--- src/rtl/writeback_arbiter_pkg.sv ---
// Shared constants and types for the writeback arbiter slice (package wb_arb_pkg).
// Build option: WB_ARB_RR_EN selects round-robin arbitration; fixed priority otherwise.
package wb_arb_pkg;

    localparam int NUM_WB_REQ = 4;
    localparam int XLEN       = 32;
    localparam int REG_ADDR_W = 5;
    localparam int PTR_W      = $clog2(NUM_WB_REQ);

    // Requester slots on the arbitrated writeback port
    typedef enum logic [PTR_W-1:0] {
        WB_LONG_ALU = 2'd0,
        WB_LONG_FPU = 2'd1,
        WB_CACHE    = 2'd2,
        WB_INPUT    = 2'd3
    } wb_req_id_e;

    // wb_src codes beyond the requester indices
    localparam logic [2:0] WB_SRC_SHORT = 3'd4;
    localparam logic [2:0] WB_SRC_NONE  = 3'd7;

endpackage

--- src/rtl/writeback_arbiter_if.sv ---
// Writeback bus: short ALU input, arbitrated requesters, and register file write port.
interface writeback_arbiter_if;
    import wb_arb_pkg::*;

    logic                                       short_wb_valid;
    logic                                       short_wb_fpu;
    logic [REG_ADDR_W-1:0]                      short_wb_rd;
    logic [XLEN-1:0]                            short_wb_data;
    logic [NUM_WB_REQ-1:0]                      req_valid;
    logic [NUM_WB_REQ-1:0]                      req_fpu;
    logic [NUM_WB_REQ-1:0][REG_ADDR_W-1:0]      req_rd;
    logic [NUM_WB_REQ-1:0][XLEN-1:0]            req_data;
    logic [NUM_WB_REQ-1:0]                      req_ready;
    logic                                       wb_reg_write;
    logic                                       wb_fpu_reg_write;
    logic [REG_ADDR_W-1:0]                      wb_rd;
    logic [XLEN-1:0]                            wb_data;
    logic [2:0]                                 wb_src;

    // Producers and register file side
    modport master (
        output short_wb_valid, short_wb_fpu, short_wb_rd, short_wb_data,
        output req_valid, req_fpu, req_rd, req_data,
        input  req_ready,
        input  wb_reg_write, wb_fpu_reg_write, wb_rd, wb_data, wb_src
    );

    // Arbiter side
    modport slave (
        input  short_wb_valid, short_wb_fpu, short_wb_rd, short_wb_data,
        input  req_valid, req_fpu, req_rd, req_data,
        output req_ready,
        output wb_reg_write, wb_fpu_reg_write, wb_rd, wb_data, wb_src
    );

endinterface

--- src/rtl/writeback_arbiter_rr_priority_picker.sv ---
// Rotating-priority picker: grants the first valid requester found starting at ptr.
// With ptr tied to 0 it degenerates to fixed priority, index 0 highest.
module rr_priority_picker
    import wb_arb_pkg::*;
(
    input  logic [NUM_WB_REQ-1:0] valid,
    input  logic [PTR_W-1:0]      ptr,
    output logic [NUM_WB_REQ-1:0] grant
);

    logic [PTR_W-1:0] idx;
    logic             found;

    // Walk ptr, ptr+1, ... modulo NUM_WB_REQ and take the first valid slot
    always_comb begin
        grant = '0;
        found = 1'b0;
        idx   = '0;
        for (int k = 0; k < NUM_WB_REQ; k++) begin
            idx = ptr + PTR_W'(k);
            if (!found && valid[idx]) begin
                grant[idx] = 1'b1;
                found      = 1'b1;
            end
        end
    end

endmodule

--- src/rtl/writeback_arbiter.sv ---
// Writeback arbiter: short ALU result preempts; long requesters share the port.
// Build option: WB_ARB_RR_EN enables the round-robin pointer; otherwise fixed priority.
module writeback_arbiter
    import wb_arb_pkg::*;
(
    input  logic                clk,
    input  logic                rst,
    writeback_arbiter_if.slave  bus
);

    logic [NUM_WB_REQ-1:0] pick_valid;
    logic [NUM_WB_REQ-1:0] grant;
    logic [PTR_W-1:0]      pick_ptr;
    logic [PTR_W-1:0]      grant_idx;

    logic                  wb_reg_write_p1;
    logic                  wb_fpu_reg_write_p1;
    logic [REG_ADDR_W-1:0] wb_rd_p1;
    logic [XLEN-1:0]       wb_data_p1;
    logic [2:0]            wb_src_p1;

    function automatic logic [PTR_W-1:0] onehot_to_idx(input logic [NUM_WB_REQ-1:0] oh);
        logic [PTR_W-1:0] r;
        r = '0;
        for (int i = 0; i < NUM_WB_REQ; i++) begin
            if (oh[i]) r = r | PTR_W'(i);
        end
        return r;
    endfunction

    // Requests are masked during reset and whenever the short ALU owns the port
    assign pick_valid    = (rst || bus.short_wb_valid) ? '0 : bus.req_valid;
    assign bus.req_ready = grant;
    assign grant_idx     = onehot_to_idx(grant);

`ifdef WB_ARB_RR_EN
    logic [PTR_W-1:0] ptr;

    // Advance priority past the last winner; hold on idle or preempted cycles
    always_ff @(posedge clk) begin
        if (rst) begin
            ptr <= '0;
        end else if (|grant) begin
            ptr <= grant_idx + PTR_W'(1);
        end
    end

    assign pick_ptr = ptr;
`else
    assign pick_ptr = '0;
`endif

    rr_priority_picker u_picker (
        .valid (pick_valid),
        .ptr   (pick_ptr),
        .grant (grant)
    );

    // Register the winning result; rd/data hold when nothing is written
    always_ff @(posedge clk) begin
        if (rst) begin
            wb_reg_write_p1     <= 1'b0;
            wb_fpu_reg_write_p1 <= 1'b0;
            wb_rd_p1            <= '0;
            wb_data_p1          <= '0;
            wb_src_p1           <= WB_SRC_NONE;
        end else if (bus.short_wb_valid) begin
            wb_reg_write_p1     <= !bus.short_wb_fpu && (bus.short_wb_rd != '0);
            wb_fpu_reg_write_p1 <= bus.short_wb_fpu;
            wb_rd_p1            <= bus.short_wb_rd;
            wb_data_p1          <= bus.short_wb_data;
            wb_src_p1           <= WB_SRC_SHORT;
        end else if (|grant) begin
            wb_reg_write_p1     <= !bus.req_fpu[grant_idx] && (bus.req_rd[grant_idx] != '0);
            wb_fpu_reg_write_p1 <= bus.req_fpu[grant_idx];
            wb_rd_p1            <= bus.req_rd[grant_idx];
            wb_data_p1          <= bus.req_data[grant_idx];
            wb_src_p1           <= {1'b0, grant_idx};
        end else begin
            wb_reg_write_p1     <= 1'b0;
            wb_fpu_reg_write_p1 <= 1'b0;
            wb_src_p1           <= WB_SRC_NONE;
        end
    end

    assign bus.wb_reg_write     = wb_reg_write_p1;
    assign bus.wb_fpu_reg_write = wb_fpu_reg_write_p1;
    assign bus.wb_rd            = wb_rd_p1;
    assign bus.wb_data          = wb_data_p1;
    assign bus.wb_src           = wb_src_p1;

endmodule

--- src/flat_wrapper.sv ---
// flat-port wrapper written by rule: the top's interface ports become plain ports
module writeback_arbiter_flat import wb_arb_pkg::*;
  (clk, rst, bus_short_wb_valid, bus_short_wb_fpu, bus_short_wb_rd, bus_short_wb_data, bus_req_valid, bus_req_fpu, bus_req_rd, bus_req_data, bus_req_ready, bus_wb_reg_write, bus_wb_fpu_reg_write, bus_wb_rd, bus_wb_data, bus_wb_src);
  writeback_arbiter_if bus_i ();
  input  logic clk;
  input  logic rst;
  input wire logic [$bits(bus_i.short_wb_valid)-1:0] bus_short_wb_valid;
  input wire logic [$bits(bus_i.short_wb_fpu)-1:0] bus_short_wb_fpu;
  input wire logic [$bits(bus_i.short_wb_rd)-1:0] bus_short_wb_rd;
  input wire logic [$bits(bus_i.short_wb_data)-1:0] bus_short_wb_data;
  input wire logic [$bits(bus_i.req_valid)-1:0] bus_req_valid;
  input wire logic [$bits(bus_i.req_fpu)-1:0] bus_req_fpu;
  input wire logic [$bits(bus_i.req_rd)-1:0] bus_req_rd;
  input wire logic [$bits(bus_i.req_data)-1:0] bus_req_data;
  output wire logic [$bits(bus_i.req_ready)-1:0] bus_req_ready;
  output wire logic [$bits(bus_i.wb_reg_write)-1:0] bus_wb_reg_write;
  output wire logic [$bits(bus_i.wb_fpu_reg_write)-1:0] bus_wb_fpu_reg_write;
  output wire logic [$bits(bus_i.wb_rd)-1:0] bus_wb_rd;
  output wire logic [$bits(bus_i.wb_data)-1:0] bus_wb_data;
  output wire logic [$bits(bus_i.wb_src)-1:0] bus_wb_src;
  assign bus_i.short_wb_valid = bus_short_wb_valid;
  assign bus_i.short_wb_fpu = bus_short_wb_fpu;
  assign bus_i.short_wb_rd = bus_short_wb_rd;
  assign bus_i.short_wb_data = bus_short_wb_data;
  assign bus_i.req_valid = bus_req_valid;
  assign bus_i.req_fpu = bus_req_fpu;
  assign bus_i.req_rd = bus_req_rd;
  assign bus_i.req_data = bus_req_data;
  assign bus_req_ready = bus_i.req_ready;
  assign bus_wb_reg_write = bus_i.wb_reg_write;
  assign bus_wb_fpu_reg_write = bus_i.wb_fpu_reg_write;
  assign bus_wb_rd = bus_i.wb_rd;
  assign bus_wb_data = bus_i.wb_data;
  assign bus_wb_src = bus_i.wb_src;
  writeback_arbiter u_core (.clk(clk), .rst(rst), .bus(bus_i));
endmodule
--- config.mk ---
export PLATFORM = sky130hd
export DESIGN_NAME = writeback_arbiter_flat
export DESIGN_NICKNAME = d
export VERILOG_FILES = /design/src/rtl/writeback_arbiter_pkg.sv /design/src/rtl/writeback_arbiter_if.sv /design/src/rtl/writeback_arbiter_rr_priority_picker.sv /design/src/rtl/writeback_arbiter.sv /design/src/flat_wrapper.sv
export SDC_FILE = /design/constraint.sdc
export NUM_CORES = 1
export LEC_CHECK = 0
export CORE_ASPECT_RATIO = 1.1
export CORE_MARGIN = 10
export CORE_UTILIZATION = 33
export DETAILED_ROUTE_END_ITERATION = 8
export HOLD_SLACK_MARGIN = 0.06
export PLACE_DENSITY = 0.82
export SLEW_MARGIN = 10
export SYNTH_ARGS = -nofsm -noshare
export SYNTH_HDL_FRONTEND = slang
export SYNTH_SLANG_ARGS = --single-unit
export TNS_END_PERCENT = 100
--- constraint.sdc ---
create_clock -name clk -period 2.75 [get_ports clk]
set_clock_uncertainty 0.05 [all_clocks]
set_input_delay 0.275 -clock clk [delete_from_list [all_inputs] [get_ports clk]]
set_output_delay 0.275 -clock clk [all_outputs]
set_load 0.02 [all_outputs]
== Word-level counts from Yosys, hierarchy flattened ==
Index checks and enable logic that the tools add are counted.

* Register bits after elaboration: 42

* Magnitude comparators: 1
* Muxes and demuxes: 27
* Reduce and logical (&&, ||, !) cells: 16

{| class="wikitable"
|+ Operators with widths
! kind !! count
|-
| 2-to-1 mux 32 bit || 3
|-
| binary-select mux 32 bit (select 2 bit) || 1
|-
| 2-to-1 mux 5 bit || 3
|-
| binary-select mux 5 bit (select 2 bit) || 1
|-
| 2-to-1 mux 1 bit || 10
|-
| nonzero test 5 bit || 2
|-
| 2-to-1 mux 2 bit || 4
|-
| 2-to-1 mux 4 bit || 2
|-
| 2-to-1 mux 3 bit || 2
|-
| logical AND 1 bit || 5
|-
| zero test 1 bit || 5
|-
| OR reduction 4 bit || 1
|-
| less-than comparator 2 x 3 -> 1 bit (second input constant) || 1
|-
| binary-select mux 1 bit (select 2 bit) || 1
|-
| nonzero test 2 bit || 1
|-
| OR reduction 2 bit || 1
|-
| logical OR 1 bit || 1
|}

== Logic depth before layout (Yosys ltp) ==
* Word-level depth: 21
* Mapped depth: 9

== Modules after synthesis ==
A second synthesis with hierarchy kept.

* Cell total of the unflattened synthesis: 483
* Area, all modules: 3470.8 sq um

{| class="wikitable"
|+ By module, submodules not included
! module !! times used !! cells each !! area an instance (sq um) !! sequential area each (sq um)
|-
| writeback_arbiter || 1 || 447 || 3133.0 || 840.8
|-
| rr_priority_picker || 1 || 36 || 337.8 || 0.0
|}

== Worst setup path after synthesis ==
No wires, ideal clock.

* Path type: input to register
* From: in rst
* To: reg u_core.wb_reg_write_p1, in the netlist u_core.bus.wb_reg_write
* Setup time: 134 ps
* Arrival time: 1874 ps
* Required time: 2566 ps
* Setup slack: 693 ps
* Stages on the path: 8
* Cell sequence: buf_6 or4_4 or2_2 buf_2 nand2_1 a31oi_1 nor4_2 a211oi_1

* Word-level cells in the longest chain between the ends: 19

{| class="wikitable"
|+ Ends and longest elaborated chain
! what !! line !! RTL
|-
| from (decl) || flat_wrapper.sv:6 || <nowiki>input logic rst;</nowiki>
|-
| logical OR 1 bit || writeback_arbiter.sv:32 || <nowiki>assign pick_valid = (rst || bus.short_wb_valid) ? '0 : bus.req_valid;</nowiki>
|-
| 2-to-1 mux 4 bit || writeback_arbiter.sv:32 ||
|-
| 2-to-1 mux 1 bit || writeback_arbiter_rr_priority_picker.sv:21 || <nowiki>if (!found && valid[idx]) begin</nowiki>
|-
| zero test 1 bit || writeback_arbiter_rr_priority_picker.sv:21 ||
|-
| logical AND 1 bit || writeback_arbiter_rr_priority_picker.sv:21 ||
|-
| 2-to-1 mux 1 bit || writeback_arbiter_rr_priority_picker.sv:21 ||
|-
| zero test 1 bit || writeback_arbiter_rr_priority_picker.sv:21 ||
|-
| logical AND 1 bit || writeback_arbiter_rr_priority_picker.sv:21 ||
|-
| (+3 left out) || - ||
|-
| 2-to-1 mux 4 bit || writeback_arbiter_rr_priority_picker.sv:21 ||
|-
| 2-to-1 mux 2 bit || writeback_arbiter.sv:26 || <nowiki>if (oh[i]) r = r | PTR_W'(i);</nowiki>
|-
| binary-select mux 5 bit (select 2 bit) / binary-select mux 1 bit (select 2 bit) (equally long branches) || writeback_arbiter.sv:74 || <nowiki>wb_reg_write_p1 <= !bus.req_fpu[grant_idx] && (bus.req_rd[grant_idx] != '0);</nowiki>
|-
| 2-to-1 mux 5 bit (implied by the code) / 2-to-1 mux 1 bit (equally long branches) || writeback_arbiter.sv:74 ||
|-
| nonzero test 5 bit / zero test 1 bit (equally long branches) || writeback_arbiter.sv:74 ||
|-
| logical AND 1 bit || writeback_arbiter.sv:74 ||
|-
| 2-to-1 mux 1 bit || writeback_arbiter.sv:73 || <nowiki>end else if (|grant) begin</nowiki>
|-
| 2-to-1 mux 1 bit || writeback_arbiter.sv:67 || <nowiki>end else if (bus.short_wb_valid) begin</nowiki>
|-
| to (signal assigned) || writeback_arbiter.sv:68 || <nowiki>wb_reg_write_p1 <= !bus.short_wb_fpu && (bus.short_wb_rd != '0);</nowiki>
|-
| to (signal assigned) || writeback_arbiter.sv:74 ||
|-
| to (decl) || writeback_arbiter.sv:16 || <nowiki>logic wb_reg_write_p1;</nowiki>
|}

Several ways; a longest one is shown, not always the timed one. The select of a mux whose other input is x is not followed.
A chain may end at the register's enable or synchronous reset.

== Final worst setup path ==
* From: in bus_req_valid[1]
* To: out bus_req_ready[2]

* Word-level cells in the longest chain between the ends: 7

{| class="wikitable"
|+ Ends and longest elaborated chain
! what !! line !! RTL
|-
| from (decl) || flat_wrapper.sv:11 || <nowiki>input wire logic [$bits(bus_i.req_valid)-1:0] bus_req_valid;</nowiki>
|-
| 2-to-1 mux 4 bit || writeback_arbiter.sv:32 ||
|-
| logical AND 1 bit || writeback_arbiter_rr_priority_picker.sv:21 ||
|-
| 2-to-1 mux 1 bit || writeback_arbiter_rr_priority_picker.sv:21 ||
|-
| zero test 1 bit || writeback_arbiter_rr_priority_picker.sv:21 ||
|-
| logical AND 1 bit || writeback_arbiter_rr_priority_picker.sv:21 ||
|-
| 2-to-1 mux 3 bit || writeback_arbiter_rr_priority_picker.sv:21 ||
|-
| 2-to-1 mux 4 bit || writeback_arbiter_rr_priority_picker.sv:21 ||
|-
| to (decl) || flat_wrapper.sv:15 || <nowiki>output wire logic [$bits(bus_i.req_ready)-1:0] bus_req_ready;</nowiki>
|}

No other way between the ends.

==> results.md <==
- First-pass DRT Iterations: 7
- Share of layout cells above drive strength 1: 0.0911
- Post-route clock period utilization: 0.915
- Clock H-tree levels: 2
- Worst setup path class: in2out
- Placed cells: 707
- Largest net degree at the start of global routing: 41
- DR vias/cell: 5.51
- Seq/Total Area, Yosys: 0.290
- Final Wtd Congestion: 0.989
- Post-route insts no fill: 715
- First-pass GRT wire length: 22,300 um
- Flops & latches, synth: 42
- Unique masters post-synth: 37
- WL/cell: 20.6 um
- Max-cap violations: 0
- Clock Latency Late Sink: 0.28 ns
- F_max: 397 MHz
- Total grt overflow: 0
- Die W: 109 um
- Sequence of cells on the critical path: clkdlybuf4s50_1 -> nor3_1 -> nand3b_1 -> inv_1 -> clkdlybuf4s50_1
- Number of post-CTS setup repair buffers: 0
- Warnings from Yosys: 0
- Placed cell areas: 0.00539 mm2
- Pwr dens: 331 mW/mm2
- Unrepaired setup endpoints after global routing: no
- Die height: 118 um
- CTS tree: yes
- WP data arrival: 2.19 ns
- Largest vdd supply drop: 0.190 mV
- Average size of a mapped cell: 7.71 um2
- Clock transition at path regs: 0.08 ns
- Ports: 243
- Final worst slack: 0.233 ns
- Max transition margin: 0.669
- Cts repair resizes: 0
- Core area: 0.00850 mm2
- Initial Utilization: 0.341
- Crit. End Element: output pin
- CP Max Fanout: 8
- Mapped Cells: 376
- Die ar.: 0.0129 mm2
- Post-route cell area: 0.00548 mm2
- Hold buffers post-CTS: 0
- Max Buffers Root-to-Sink: 2
- Worst stage delay on the critical path: 0.63 ns
- Required @ worst endpoint: 2.42 ns
- # DRC: 0
- Vias: 3,938
- Syn_nets: 573
- DP HPWL: 11,900 um
- Worst Tran Pin Value: 0.497 ns
- Clk root buf: clkbuf_8
- Total GRT Usage: 0.212
- Final hold viol count: 0
- Antenna-violating nets left: 0
- Run status: completed
- CP dominant cell by count: clkdlybuf4s50_1
- Final TNS setup: 0 ns
- Sink Count: 42
- Clock buffer count from CTS: 5
- Post-Syn Area: 0.00290 mm2
- Number of diodes: 0
- CP Launch Type: primary input
- FP Rows: 35
- Cell leakage power: 0.00211 uW
- Hold WC Path Type: in2reg
- Final Critical Period: 2.52 ns
- Final WL: 14,700 um
- Initial DRC count: 281
- Worst path slowest cell: clkdlybuf4s50_1
- Initial antenna violation count: 0
- Final Net Count: 800
- Pre-CTS setup slack: 0.217 ns
- Vias in the first global route: 4,082
- Area Overhead vs Synth: 89.0%
- Final setup fails: 0
- Max Slew Vio Count: 0
- Final Core Density: 0.645
- IO Port Bufs: 242
## cells in the final DEF, fill, tap and decap left out, types with 2 or more instances in the layout
master and count:
a22o_1 5, nand2_1 76, nor3_1 2, a221oi_1 12
nor2_1 11, dfxtp_1 42, o22ai_1 37, buf_4 18
a221oi_2 20, a31oi_1 4, nor2b_1 2, a21oi_1 38
clkbuf_8 6, clkdlybuf4s50_1 240, inv_1 33, a311o_1 32
buf_2 2, and2_1 2, or2_2 2
## logic make-up after synthesis
family	count (synthesis)	synth area share
simple gates	103	0.151
flops	42	0.290
compound gates	156	0.442
buf+inv	74	0.113
mux	1	0.00345
## flip-flops by register name, summed over array words and instances (netlist names)
name / cells
u_core.bus.wb_reg_write: 1
u_core.bus.wb_fpu_reg_write: 1
u_core.bus.wb_data: 32
u_core.bus.wb_rd: 5
u_core.bus.wb_src: 3
## layer usage
| layer | wire, um | GRT usage | up-vias |
|---|---|---|---|
| li1 | - | - | 1866 |
| met1 | 5550 | 0.238 | 1838 |
| met2 | 7350 | 0.370 | 211 |
| met3 | 1530 | 0.0712 | 23 |
| met4 | 306 | 0.0521 | 0 |
| met5 | 0 | 0 | - |
## cell usage after synthesis
cell	number	area, um2
mux2i_1	1	10.0
or3_1	1	6.26
dfxtp_1	42	841
a21boi_2	1	11.3
or4_4	1	11.3
o2bb2a_1	1	10.0
o22ai_1	37	231
a22oi_1	1	7.51
nor2_2	1	6.26
or4_1	1	7.51
buf_4	1	7.51
and2_1	2	12.5
a311o_1	32	320
a21oi_1	38	190
buf_1	1	3.75
o21ai_0	1	5.00
nor2b_1	2	12.5
clkbuf_1	26	97.6
buf_6	5	56.3
or2_2	2	12.5
a211oi_1	1	7.51
inv_1	34	128
a31o_2	1	8.76
nor4_2	1	12.5
nor2_1	11	41.3
a31oi_1	4	25.0
a221oi_1	12	105
and3_1	1	6.26
nor3_1	2	10.0
o21a_1	1	7.51
nor3b_1	1	7.51
o31a_1	1	8.76
nand2_1	76	285
a22o_1	5	43.8
a221oi_2	20	300
buf_2	7	35.0
nand3b_1	1	7.51
## report_power, final
part	total (uW)	switching (uW)	internal, uW
combinational	719	294	424
clock	420	217	203
sequential	676	21.8	654
## through the flow
stage	hold WS [ns]	power, uW
3_3_place_gp	0.491	1390
5_1_grt	0.436	1900
4_1_cts	0.411	1840
2_1_floorplan	0.379	968
6_report	0.424	1810
3_5_place_dp	0.492	1410
## critical path, delay by kind of cell
family                 cells  cell delay [ns]
buffers and inverters      3             1.31
and+or+nand+nor            2             0.60
## final cells by class
class,count,area [um2]
Clock buffer,7,86.3
Clock inverter,1,5.00
Fill cell,735,3010
Inverter,34,128
Multi-Input combinational cell,260,1740
Sequential cell,42,841
Tap cell,111,139
Timing Repair Buffer,260,2550
## final timing paths
check                                            from                                   to  slack (ns)  cells after the start
setup / recovery                     bus_req_valid[1]                     bus_req_ready[2]        0.23                      5
hold reg to reg   u_core.bus.wb_data[30]$_SDFFE_PP0P_  u_core.bus.wb_data[30]$_SDFFE_PP0P_        0.51                      2
hold / removal                                    rst     u_core.bus.wb_rd[2]$_SDFFE_PP0P_        0.42                      3
setup reg to reg     u_core.bus.wb_rd[1]$_SDFFE_PP0P_     u_core.bus.wb_rd[1]$_SDFFE_PP0P_        1.89                      3
Note: power is estimated with default switching activity, not from simulation.
